`src/rtl/input_controller.sv`:
```
// Switch/button front end for the IN instruction: synchronizers, debouncer, press pulse and request/valid handshake.
// Optional macro INPUT_DEBOUNCE_EN enables the debounce counter; without it the button level is taken as-is.
module input_controller #(
   parameter int DATA_WIDTH      = 4,
   parameter int EXT_WIDTH       = 32,
   parameter int DEBOUNCE_CYCLES = 1000000,
   parameter int SIGN_EXTEND     = 0
) (
   input  logic                  input_clock,
   input  logic                  reset,
   input  logic [DATA_WIDTH-1:0] switch_imediato,
   input  logic                  switch_continue,
   input  logic                  in_req,
   output logic [EXT_WIDTH-1:0]  in_data,
   output logic                  in_valid,
   output logic                  waiting,
   output logic                  press_pulse
);

   if (EXT_WIDTH < DATA_WIDTH || DEBOUNCE_CYCLES < 1) begin : g_bad_param
      $error("input_controller: EXT_WIDTH must be >= DATA_WIDTH and DEBOUNCE_CYCLES >= 1");
   end

   // Handshake: in_req is a level held by the control unit until it has seen in_valid;
   // in_valid is a one-cycle pulse and in_data is valid in that cycle (and held afterwards).

   logic [1:0]            cont_sync;
   logic                  cont_s;
   logic [DATA_WIDTH-1:0] sw_meta;
   logic [DATA_WIDTH-1:0] sw_s;
   logic                  deb;

   assign cont_s = cont_sync[1];

   always_ff @(posedge input_clock or posedge reset) begin
      if (reset) begin
         cont_sync <= '0;
         sw_meta   <= '0;
         sw_s      <= '0;
      end else begin
         cont_sync <= {cont_sync[0], switch_continue};
         sw_meta   <= switch_imediato;
         sw_s      <= sw_meta;
      end
   end

`ifdef INPUT_DEBOUNCE_EN
   localparam int CNT_W = $clog2(DEBOUNCE_CYCLES + 1);
   localparam logic [CNT_W-1:0] CNT_LAST = CNT_W'(DEBOUNCE_CYCLES - 1);

   logic [CNT_W-1:0] deb_cnt;
   logic             deb_q;

   // Counter only runs while the synchronized level disagrees with the accepted one.
   always_ff @(posedge input_clock or posedge reset) begin
      if (reset) begin
         deb         <= 1'b0;
         deb_q       <= 1'b0;
         deb_cnt     <= '0;
         press_pulse <= 1'b0;
      end else begin
         deb_q       <= deb;
         press_pulse <= deb & ~deb_q;
         if (cont_s == deb) begin
            deb_cnt <= '0;
         end else if (deb_cnt == CNT_LAST) begin
            deb     <= cont_s;
            deb_cnt <= '0;
         end else begin
            deb_cnt <= deb_cnt + 1'b1;
         end
      end
   end
`else
   // Fast-simulation build: deb simply trails cont_s by one cycle, so the edge is seen one stage earlier.
   always_ff @(posedge input_clock or posedge reset) begin
      if (reset) begin
         deb         <= 1'b0;
         press_pulse <= 1'b0;
      end else begin
         deb         <= cont_s;
         press_pulse <= cont_s & ~deb;
      end
   end
`endif

   logic [EXT_WIDTH-1:0] sw_ext;

   always_comb begin
      if (SIGN_EXTEND != 0) sw_ext = EXT_WIDTH'($signed(sw_s));
      else                  sw_ext = EXT_WIDTH'(sw_s);
   end

   typedef enum logic [1:0] {
      IDLE       = 2'd0,
      WAIT_PRESS = 2'd1,
      DELIVER    = 2'd2,
      WAIT_DROP  = 2'd3
   } state_t;

   state_t state;
   state_t state_nxt;
   logic   capture;

   always_ff @(posedge input_clock or posedge reset) begin
      if (reset) begin
         state   <= IDLE;
         in_data <= '0;
      end else begin
         state <= state_nxt;
         if (capture) in_data <= sw_ext;
      end
   end

   // A dropped request wins over a simultaneous press; WAIT_DROP guarantees one press per request.
   always_comb begin
      state_nxt = state;
      waiting   = 1'b0;
      in_valid  = 1'b0;
      capture   = 1'b0;
      case (state)
         IDLE: begin
            if (in_req) state_nxt = WAIT_PRESS;
         end
         WAIT_PRESS: begin
            waiting = 1'b1;
            if (!in_req) begin
               state_nxt = IDLE;
            end else if (press_pulse) begin
               capture   = 1'b1;
               state_nxt = DELIVER;
            end
         end
         DELIVER: begin
            in_valid  = 1'b1;
            state_nxt = WAIT_DROP;
         end
         WAIT_DROP: begin
            if (!in_req) state_nxt = IDLE;
         end
         default: state_nxt = IDLE;
      endcase
   end

endmodule

```
`config.mk`:
```
export PLATFORM = sky130hd
export DESIGN_NAME = input_controller
export DESIGN_NICKNAME = d
export VERILOG_FILES = /design/src/rtl/input_controller.sv
export SDC_FILE = /design/constraint.sdc
export NUM_CORES = 1
export LEC_CHECK = 0
export ABC_CLOCK_PERIOD_IN_PS = 1650
export BUFFER_PORTS_ARGS = -buffer_cell sky130_fd_sc_hd__buf_4
export CAP_MARGIN = 20
export CORE_ASPECT_RATIO = 0.9
export CORE_MARGIN = 4
export CORE_UTILIZATION = 30
export DETAILED_ROUTE_END_ITERATION = 8
export PLACE_DENSITY = 0.64
export SLEW_MARGIN = 20
export SYNTH_ARGS = -nofsm -noshare
export SYNTH_HDL_FRONTEND = slang
export SYNTH_SLANG_ARGS = --single-unit
```
`constraint.sdc`:
```
create_clock -name input_clock -period 1.65 [get_ports input_clock]
set_clock_uncertainty 0.2 [all_clocks]
set_input_delay 0 -clock input_clock [delete_from_list [all_inputs] [get_ports input_clock]]
set_output_delay 0 -clock input_clock [all_outputs]
set_load 0.05 [all_outputs]
```
==> results.ini <==
[sta]
setup_ws_ns = 0.314
min_period_ns = 1.34
tightest_slew_ns = 0.658
setup_viol = 0
clock.fmax_mhz = 748
fin_tns_setup_ns = 0
fin_crit_sh_pct = 81.0
slew_headroom_pct = 56.1
rsz0062_at_grt = no
final_max_slew_viol_count = 0
finalHoldViolCount = 0

[setup_path]
r2r_slack_ns = 0.40
end_kind = primary output
reg2reg_to = in_data[3]$_DFFE_PP0P_
ff2ff_path_depth = 2
arrival_ns = 1.14
cp.required_ns = 1.45
path_max_fanout = 6
crit_type = flip-flop to primary output
startpoint_type = flip-flop
crit_start = state[0]$_DFFE_PP0P_

[die]
dieArea_um2 = 3520
die_width_um = 62.1
fp.coreArea_um2 = 2490
ioPinCount = 43
initial_core_util_pct = 31.7
rows = 17
die_h_um = 56.7

[clocking]
path_clk_slew_ns = 0.08
post_cts_buffers = 0
cts.sinks = 18
clockBufferDepth = 2
clk_latency_ns = 0.27
root_buffer = clkbuf_4
numCtsBuffers = 3
h-tree-depth = 1
cts_hold_buf = 7
cts_resized = 0
cts_tree = yes

[power_and_ir_drop]
switching_share_pct = 43.9
p_sw_w = 0.000614
p_clk_share_pct = 13.7
p_per_area_nw_per_um2 = 1530
internal_power_w = 0.000783
peakVddDrop_v = 0.000731
leakagePower_nw = 0.481
p_seq_share_pct = 41.5
pwr-share-comb_pct = 44.9

[route]
detail_route.iter0.violations = 0
drt-wirelength-per-cell_um = 8.79
vias = 375
drc = 0
vias_per_cell = 3.35
drtAntennaViolNets = 0
first_pass_iters = 1
wl_um = 984

[synth]
syn_inst = 61
yosys_warnings = 0
ys_ff_latch = 18
synth_area_leader_cell = dfrtp_1
synth.avg_cell_area_um2 = 12.9
synth_common_cells = buf_4, dfrtp_1, mux2_2
synth_top_cell_area_share_pct = 57.1
ys.flop_type = dfrtp_1
synthArstFlopShare_pct = 100
synth_edf_count = 0
synthesis.area_um2 = 790
ys_seq_area_share_pct = 57.1
yosys-top-cells-area = dfrtp_1, buf_4, mux2_2, nand4b_4, nor2b_1
synth_most_common_cell = buf_4
yosysUniqueCellTypes = 12

[hold_path]
min_from = cont_sync[0]$_DFF_PP0_
hold-path-endpoint = cont_sync[1]$_DFF_PP0_
min_delay_path_depth = 0
hp-class = flip-flop to flip-flop

[global_routing]
grt-ovfl-total = 0
globalRouteTotalUtil_pct = 5.75
grt_max_degree = 19
antenna_found_initial = 0
gr-usage-met3_pct = 3.45
use_met2_pct = 9.02
met1_usage_pct = 6.76
grt_pass1_wl_um = 1520
grt_pass1_vias = 357
busiest_layer = met2

[outcome]
status = finished clean

[placement]
globalplace.congestion = 0.626
dp_hpwl_um = 788
place_ws_ns = 0.406
io_buffers = 14

[final_layout]
num_antenna_cells = 0
regArea_um2 = 450
multi_input_area_um2 = 226
nets = 94
syn_to_final_growth_pct = 15.7
drive_gt1_share_pct = 27.4
fillCellCount = 249

[job]
cap_violations = 0

## through the flow
stage | hold slack (ns) | total power, W | utilization [%] | std cells | instance area, µm²
6_report | 0.152 | 0.00140 | 36.7 | 112 | 913
2_1_floorplan | -0.261 | 0.00110 | - | 88 | 891
3_5_place_dp | -0.0894 | 0.00121 | 33.0 | 102 | 821
3_3_place_gp | -0.0909 | 0.00120 | 33.0 | 102 | 821
4_1_cts | 0.151 | 0.00142 | 36.7 | 112 | 913
5_1_grt | 0.156 | 0.00147 | 36.7 | 112 | 913
## logic make-up after synthesis
kind of cell,count (synthesis),share of synthesized area (%)
flops,18,57.1
simple gates,6,6.81
other cells,1,0.475
compound gates,3,2.85
buf+inv,29,27.1
mux,4,5.70
## routing by layer
metal | part of all wire (%) | vias up
met5 | 0 | -
met4 | 0 | 0
met3 | 14 | 0
met2 | 48 | 29
met1 | 38 | 163
li1 | - | 183
## registers in the layout, summed over array words and instances, names as in the netlist, named ones only
name	count
state	1
cont_sync	2
in_data	4
sw_s	4
deb	1
press_pulse	1
sw_meta	4
## critical path: stages (launching register included)
cell and delay, ns:
dfrtp_1 0.45, and2b_1 0.22, buf_4 0.19
## layout make-up
cell class                      instances  share of cell area [%]
Sequential cell                        18                    49.3
Multi-Input combinational cell         41                    24.8
Timing Repair Buffer                   21                    19.2
Tap cell                               28                    3.84
Clock buffer                            3                    2.47
Inverter                                1                   0.411
## power groups by stage
stage	combinational, W	sequential (W)	clock [W]
after global placement	0.000612	0.000585	0
after CTS	0.000632	0.000584	0.000209
final	0.000627	0.000579	0.000191
after floorplan	0.000349	0.000755	0
after detailed placement	0.000618	0.000593	0
after global routing	0.000654	0.000595	0.000222
## cell usage in the layout (no fill, tap or decap), drive strengths merged, types with 3 or more instances in the layout
cell type and instances:
buf 14, nor2b 3, conb 28, dlygate4sd3 7
dfrtp 18, clkbuf 3, mux2 4
## worst max path at each step
stage                                   to  slack [ns]  cells after the start
finish                            in_valid        0.31                      2
global route                      in_valid        0.24                      2
CTS                               in_valid        0.30                      2
detailed placement  in_data[3]$_DFFE_PP0P_        0.41                      2
global placement    in_data[1]$_DFFE_PP0P_        0.44                      2
floorplan           in_data[0]$_DFFE_PP0P_        0.19                      2
Power figures use the tool's default switching activity.
